<file path="config.mk">
export PLATFORM = sky130hd
export DESIGN_NAME = fetch_unit
export DESIGN_NICKNAME = d
export VERILOG_FILES = /design/src/rtl/fetch_pkg.sv /design/src/rtl/fetch_queue.sv /design/src/rtl/fetch_unit.sv
export SDC_FILE = /design/constraint.sdc
export NUM_CORES = 1
export LEC_CHECK = 0
export ABC_AREA = 1
export BUFFER_PORTS_ARGS = -buffer_cell sky130_fd_sc_hd__buf_2
export CAP_MARGIN = 0
export CORE_MARGIN = 3
export CORE_UTILIZATION = 40
export CTS_BUF_LIST = sky130_fd_sc_hd__clkbuf_2
export CTS_CLUSTER_SIZE = 28
export DETAILED_ROUTE_END_ITERATION = 8
export HOLD_SLACK_MARGIN = 0.06
export PLACE_DENSITY = 0.6
export SKIP_CTS_REPAIR_TIMING = 1
export SYNTH_ARGS = -nofsm -noshare
export SYNTH_HDL_FRONTEND = slang
export SYNTH_SLANG_ARGS = --single-unit
</file>
<file path="constraint.sdc">
create_clock -name clk -period 4.3 [get_ports clk]
set_input_delay 0.43 -clock clk [delete_from_list [all_inputs] [get_ports clk]]
set_output_delay 0.43 -clock clk [all_outputs]
set_load 0.02 [all_outputs]
</file>
<file path="src/rtl/fetch_pkg.sv">
// fetch_pkg: shared state enum, J opcode and prefetch queue entry type for fetch_unit
package fetch_pkg;
  typedef enum logic [1:0] {IDLE, FETCH, HALTED} fetch_state_t;
  localparam logic [5:0] OPC_J = 6'b000010;
  typedef struct packed {
    logic [31:0] pc;
    logic [31:0] instr;
  } fetch_entry_t;
endpackage

</file>
<file path="src/rtl/fetch_queue.sv">
// fetch_queue: flushable FIFO of fetch entries with a registered head (clk, rst, flush, push, pop, push_data -> head, full, empty)
module fetch_queue
  import fetch_pkg::*;
#(
  parameter int QDEPTH = 2
) (
  input  logic         clk,
  input  logic         rst,
  input  logic         flush,
  input  logic         push,
  input  logic         pop,
  input  fetch_entry_t push_data,
  output fetch_entry_t head,
  output logic         full,
  output logic         empty
);
  localparam int AW = $clog2(QDEPTH);
  fetch_entry_t r_mem [QDEPTH];
  fetch_entry_t r_head;
  logic [AW:0] r_wr, r_rd;
  logic [AW:0] w_wr_nx, w_rd_nx;
  logic w_push, w_pop;
  assign empty = r_wr == r_rd;
  assign full = (r_wr[AW] != r_rd[AW]) && (r_wr[AW-1:0] == r_rd[AW-1:0]);
  assign w_pop = pop && !empty && !flush;
  assign w_push = push && !flush && (!full || w_pop);
  assign w_wr_nx = r_wr + (AW+1)'(w_push);
  assign w_rd_nx = r_rd + (AW+1)'(w_pop);
  assign head = r_head;
  always_ff @(posedge clk)
    if (w_push) r_mem[r_wr[AW-1:0]] <= push_data;
  // The head register tracks whatever entry will be at the front after this
  // edge; it holds its value whenever the queue becomes (or stays) empty.
  always_ff @(posedge clk or posedge rst)
    if (rst) begin
      r_wr <= '0;
      r_rd <= '0;
      r_head <= '0;
    end else if (flush) begin
      r_wr <= '0;
      r_rd <= '0;
    end else begin
      r_wr <= w_wr_nx;
      r_rd <= w_rd_nx;
      if (w_wr_nx != w_rd_nx)
        r_head <= (w_push && w_rd_nx == r_wr) ? push_data : r_mem[w_rd_nx[AW-1:0]];
    end
endmodule

</file>
<file path="src/rtl/fetch_unit.sv">
// fetch_unit: PC/FSM owner issuing one imem fetch per cycle into a prefetch queue with redirect flush and halt.
// Ports: clk, rst (async, active-high); imem_addr/imem_en out, imem_rdata in;
// out_valid/out_instr/out_pc out, out_ready in; redirect_valid/redirect_pc in; halt_req in.
// Build option: FETCH_JUMP_PREDECODE_EN follows J instructions at fetch time.
module fetch_unit
  import fetch_pkg::*;
#(
  parameter logic [31:0] RESET_PC = 32'h0000_0000,
  parameter int          QDEPTH   = 2
) (
  input  logic        clk,
  input  logic        rst,
  output logic [31:0] imem_addr,
  input  logic [31:0] imem_rdata,
  output logic        imem_en,
  output logic        out_valid,
  input  logic        out_ready,
  output logic [31:0] out_instr,
  output logic [31:0] out_pc,
  input  logic        redirect_valid,
  input  logic [31:0] redirect_pc,
  input  logic        halt_req
);
  fetch_state_t r_state, w_state_nx;
  logic [31:0] r_pc, w_pc_nx, w_pc_seq, w_pc_fetch;
  logic w_full, w_empty;
  fetch_entry_t w_head;
  assign out_valid = !w_empty;
  assign imem_addr = r_pc;
  assign imem_en = (r_state == FETCH) && (!w_full || (out_ready && out_valid)) && !redirect_valid;
  assign w_pc_seq = r_pc + 32'd4;
`ifdef FETCH_JUMP_PREDECODE_EN
  assign w_pc_fetch = (imem_rdata[31:26] == OPC_J) ? {w_pc_seq[31:28], imem_rdata[25:0], 2'b00} : w_pc_seq;
`else
  assign w_pc_fetch = w_pc_seq;
`endif
  assign w_pc_nx = redirect_valid ? {redirect_pc[31:2], 2'b00} : imem_en ? w_pc_fetch : r_pc;
  always_comb begin
    w_state_nx = r_state;
    if (redirect_valid) w_state_nx = FETCH;
    else if (r_state == IDLE) w_state_nx = FETCH;
    else if (r_state == FETCH && halt_req) w_state_nx = HALTED;
  end
  always_ff @(posedge clk or posedge rst)
    if (rst) begin
      r_state <= IDLE;
      r_pc <= RESET_PC;
    end else begin
      r_state <= w_state_nx;
      r_pc <= w_pc_nx;
    end
  fetch_queue #(.QDEPTH(QDEPTH)) u_queue (
    .clk       (clk),
    .rst       (rst),
    .flush     (redirect_valid),
    .push      (imem_en),
    .pop       (out_ready),
    .push_data ('{pc: r_pc, instr: imem_rdata}),
    .head      (w_head),
    .full      (w_full),
    .empty     (w_empty)
  );
  assign out_instr = w_head.instr;
  assign out_pc = w_head.pc;
endmodule

</file>
; Word-level counts from Yosys, hierarchy flattened
; Memory sizes are Yosys's and may differ from the RTL's.
; Cells that the tools add are included.
; Widths: inputs -> output; s select.
[word_totals]
ff_bits = 102
wordCells = 45
memories = 1
mem_bits_rw = 128
inputBits = 69
[mem_list]
columns = name, depth, width, rd, rd_ports_with_merged_regs, wr, line_no
row1 = u_queue.r_mem, 2, 64, 1, 0, 1, fetch_queue.sv:18  ; fetch_entry_t r_mem [QDEPTH];
[classes]
addsub = 3
n_eq_ne = 6
bitwise_logic = 1
n_mux = 10
reduce_logical = 18
[ops]
columns = cell, count
row1 = $mux 32, 2
row2 = $mux 64, 1
row3 = $add 32x3->32 const B, 1
row4 = $mux 2, 5
row5 = $logic_and 1x1->1, 9
row6 = $add 2x1->2, 2
row7 = $eq 2x2->1, 2
row8 = $logic_not 1->1, 3
row9 = $reduce_bool 3->1, 1
row10 = $eq 2x1->1 const B, 1
row11 = $logic_not 2->1, 1
row12 = $logic_or 1x1->1, 2
row13 = $mux 1, 2
row14 = $ne 2x2->1, 1
row15 = $reduce_and 2->1, 1
row16 = $reduce_bool 2->1, 1
row17 = $eq 1x1->1, 1
row18 = $ne 1x1->1, 1
row19 = $not 1->1, 1

; Longest topological paths before layout
[depth]
depth_word = 11
ltp_mapped = 17

; By module
; From an unflattened synthesis, not the netlist that was laid out.
[hier_totals]
cells_unflattened = 1037
hier_area_um2 = 10970.5
[modules_own_cells]
columns = mod, area_each_um2, cells_per_inst, seq_area_each_um2, instances
row1 = fetch_queue, 8663.3, 671, 5545.3, 1
row2 = fetch_unit, 2307.2, 366, 800.8, 1

; Worst setup path before layout
; OpenSTA, ideal clock, no wires.
[synth_path]
path_kind = register to register
from = register u_queue.r_wr[1]
to = register u_queue.r_head (netlist bit u_queue.head[0])
arrival_time_ns = 3.571
path_stages_with_launch = 16
setup_time_ns = 0.066
period_less_slack_ns = 3.637
path_slack_ns = 0.663
path_buffers = 2
path_cell_list = dfrtp_1 -> inv_1 -> nand2_1 -> nand2_1 -> nand3_2 -> nand3_4 -> clkbuf_1 -> inv_1 -> ha_1 -> xnor2_1 -> nand3_1 -> nand3_1 -> nand2_2 -> clkbuf_1 -> nand2_1 -> nand2_1
[synth_via]
elab_chain_len = 11
elab_cells_between_ends = 21
cone_classes = 2 x add/sub / 4 x eq/ne / 1 x mux / 13 x reduce/logical / 1 x memory
[synth_rtl]
columns = element, line_no
row1 = start: declaration, fetch_queue.sv:20  ; logic [AW:0] r_wr, r_rd;
row2 = start signal: assignment, fetch_queue.sv:43  ; r_wr <= w_wr_nx;
row3 = $eq 2x2->1 or $ne 1x1->1 (tied branches), "fetch_queue.sv:23, fetch_queue.sv:24"
row4 = $logic_not 1->1 or $logic_and 1x1->1 (tied branches), "fetch_queue.sv:25, fetch_unit.sv:28, fetch_queue.sv:24"
row5 = $logic_and 1x1->1 or $logic_not 1->1 (tied branches), "fetch_queue.sv:25, fetch_unit.sv:30, fetch_queue.sv:26"
row6 = $logic_or 1x1->1, fetch_unit.sv:30  ; assign imem_en = (r_state == FETCH) && (!w_full || (out_ready && out_valid)) && !redirect_valid;
row7 = $logic_and 1x1->1 (2 in a row), fetch_unit.sv:30
row8 = $logic_and 1x1->1 (2 in a row), fetch_queue.sv:26  ; assign w_push = push && !flush && (!full || w_pop);
row9 = $add 2x1->2, fetch_queue.sv:27  ; assign w_wr_nx = r_wr + (AW+1)'(w_push);
row10 = $ne 2x2->1, fetch_queue.sv:45  ; if (w_wr_nx != w_rd_nx)
row11 = $reduce_and 2->1 (no line), n/a
row12 = end signal: assignment, fetch_queue.sv:46  ; r_head <= (w_push && w_rd_nx == r_wr) ? push_data : r_mem[w_rd_nx[AW-1:0]];
row13 = end: declaration, fetch_queue.sv:19  ; fetch_entry_t r_head;
; Parallel ways exist; a longest one is shown, timed or not.
; A chain may end at the register's enable or synchronous reset.

; Worst setup path in the final report
[layout_path]
from = register u_queue.r_wr[0]
to = output port imem_en
[layout_via]
elab_chain_len = 6
elab_cells_between_ends = 9
cone_classes = 2 x eq/ne / 7 x reduce/logical
[layout_rtl]
columns = element, line_no
row1 = $eq 2x2->1 or $eq 1x1->1 (tied branches), "fetch_queue.sv:23, fetch_queue.sv:24"
row2 = $logic_not 1->1 or $logic_and 1x1->1 (tied branches), "fetch_unit.sv:28, fetch_queue.sv:24"
row3 = $logic_and 1x1->1 or $logic_not 1->1 (tied branches), fetch_unit.sv:30
row4 = $logic_or 1x1->1 (*), fetch_unit.sv:30
row5 = $logic_and 1x1->1 (*) (2 in a row), fetch_unit.sv:30
row6 = end: declaration, fetch_unit.sv:15  ; output logic imem_en,
; Mark *: on every way between the ends. The rest lies on a longest branch, timed or not.

==> impl_metrics.ini <==
[detailed_routing]
antenna_left = 0
drt_first_iter_violations = 475
route.detailed.drc = 0
wl_per_cell_um = 16.5
viasPerCell = 4.98
drtPass1Iterations = 5
wl_um = 27800
vias = 8394

[clock_network]
clk_latency_ns = 0.84
clockBufferDepth = 3
numCtsBuffers = 57
clockRootBuffer = clkbuf_2
path_clk_slew_ns = 0.10
htree_num_levels = 2
cts_tree = yes
cts.sinks = 222

[sta]
worst_pin_slew_ns = 0.992
hold_viol_final = 0
rsz0062_at_grt = false
period_minus_slack_ns = 3.52
period_share = 0.818
skew_ns = 0.0794
setup_viol = 0
tns_ns = 0
fmax_mhz = 284
slew_violations = 0
maxSlewHeadroom = 0.339

[cells_and_area]
fin_util = 0.506
layout_common_cells = nand2_1 (329), buf_2 (160), edfxtp_1 (124)
final_common_cell = nand2_1
nets = 1386
layout-drive-gt1-share = 0.210
area_growth_pct = 22.5

[synthesis]
ys_types = 31
syn_area_per_cell_um2 = 9.58
synthFlopType = edfxtp_1
synthAdderAreaFrac = 0.00489
syn_inst = 1067
ys_seq_area_frac = 0.604
async_reset_ff_frac = 0.441
ys_warn_count = 0
syn-cell-area_um2 = 10200
synth_top_family_by_area = simple AND/OR/NAND/NOR gates
synthSimpleGateAreaFrac = 0.214
synth_edf_count = 124
ys_seq_elements = 222
synth.mux.area_fraction = 0.0607
synth_xor_area_frac = 0.00343
synth_compound_area_frac = 0.0542

[hold_path]
whs_path_depth = 5
hold_class = input port to flip-flop

[floorplan]
start_util = 0.413
die_w_um = 166
dieArea_um2 = 27500
core.rowCount = 57
ios = 167
core_area_um2 = 24700
fp.dieH_um = 166

[setup_path]
path_max_fanout = 65
crit_required_ns = 3.87
r2r_cells = 14
crit_type = flip-flop to output port
arrival_ns = 3.09
worst_setup_path_end_kind = output port
worst_setup_path_start_kind = flip-flop

[power_and_ir_drop]
vdd_drop_max_mv = 0.276
power_leakage_nw = 5.66
power_density_nw_per_um2 = 573

[run]
maxCapViolCount = 0

[placement]
io_buffers = 160
dp_hpwl_um = 17000
place.gp.congestion = 0.882

[global_route]
grt_pass1_wl_um = 43500
overflow = 0
antenna_found_initial = 1
grt_pass1_vias = 8095
grt_max_degree = 66
grt_util_all_layers = 0.195

[status]
outcome = finished, final reports clean
worst paths after layout:
kind / startpoint / endpoint / slack, ns
max: u_queue.r_wr[0]$_DFF_PP0_ / imem_en / 0.78
min: redirect_pc[22] / imem_addr[22]$_DFFE_PP0N_ / 0.06
max reg2reg: u_queue.r_wr[0]$_DFF_PP0_ / u_queue.head[53]$_DFFE_PP0P_ / 1.22
min reg2reg: u_queue.head[51]$_DFFE_PP0P_ / u_queue.head[51]$_DFFE_PP0P_ / 0.48
max in group asynchronous: rst / imem_addr[14]$_DFFE_PP0N_ / 3.16
min in group asynchronous: rst / u_queue.head[34]$_DFFE_PP0P_ / 0.20
final cells by class:
class                           count  area [um2]
Fill cell                        2375       12200
Sequential cell                   222        6180
Multi-Input combinational cell    706        3500
Timing Repair Buffer              237        1540
Clock buffer                       93         465
Tap cell                          324         405
Inverter                           89         337
Clock inverter                     14         105
Antenna cell                        2        5.00
registers in the layout, indices dropped and copies added, names as in the netlist:
name	cells
u_queue.head	62
r_state	2
u_queue.r_wr	2
u_queue.r_rd	2
u_queue.r_mem	124
imem_addr	30
synth_stat cells (4+ instances only):
cell | n | area share
nand2_1 | 329 | 0.12
edfxtp_1 | 124 | 0.36
nand3_1 | 104 | 0.051
dfrtp_1 | 98 | 0.24
inv_1 | 87 | 0.032
nor2_1 | 77 | 0.028
o21ai_0 | 69 | 0.034
mux2i_1 | 62 | 0.061
o21ai_1 | 26 | 0.013
buf_2 | 22 | 0.011
clkbuf_1 | 17 | 0.0062
buf_4 | 7 | 0.0051
o211ai_1 | 7 | 0.0051
clkbuf_2 | 5 | 0.0024
ha_1 | 4 | 0.0049
nand4_1 | 4 | 0.0024
stage by stage:
step	total power [mW]	worst slack (ns)	cells	hold WS [ns]	area, um2
final	7.19	0.783	1687	0.0641	12500
after global routing	7.72	0.567	1687	0.0734	12500
after CTS	7.24	0.695	1621	-0.405	11900
after detailed placement	5.67	1.16	1514	0.460	11300
after global placement	5.63	1.18	1514	0.458	11300
after floorplan	4.77	0.663	1070	0.464	10200
logic make-up (layout without fill, tap and decap cells):
| group | after synthesis | count (layout) |
|---|---|---|
| XOR/XNOR | 4 | 4 |
| buffers and inverters | 142 | 433 |
| other | 1 | 6 |
| AND/OR/NAND/NOR | 526 | 526 |
| adder cells (fa/ha/maj) | 4 | 4 |
| AO/OA/AOI/OAI | 106 | 106 |
| multiplexers | 62 | 62 |
| flip-flops | 222 | 222 |
power by group:
| group | internal (mW) | total [mW] | switching, mW |
|---|---|---|---|
| Combinational | 0.798 | 2.52 | 1.72 |
| Clock | 0.686 | 1.54 | 0.856 |
| Sequential | 2.80 | 3.12 | 0.325 |
worst max-delay path, cell delays in order, from the launching register on:
cell	delay, ns
dfrtp_1	0.45
inv_1	0.14
nand2_1	0.07
nand2_1	0.10
nand3_2	0.12
nand3_4	0.08
buf_4	0.65
inv_1	0.39
buf_2	0.27
metal layers:
layer	global-route usage	share of wire	vias to the layer above
li1	-	-	4073
met1	0.262	0.45	3996
met2	0.321	0.47	264
met3	0.0409	0.056	61
met4	0.0622	0.022	0
met5	0	0	-
(Power assumes the default switching activity.)
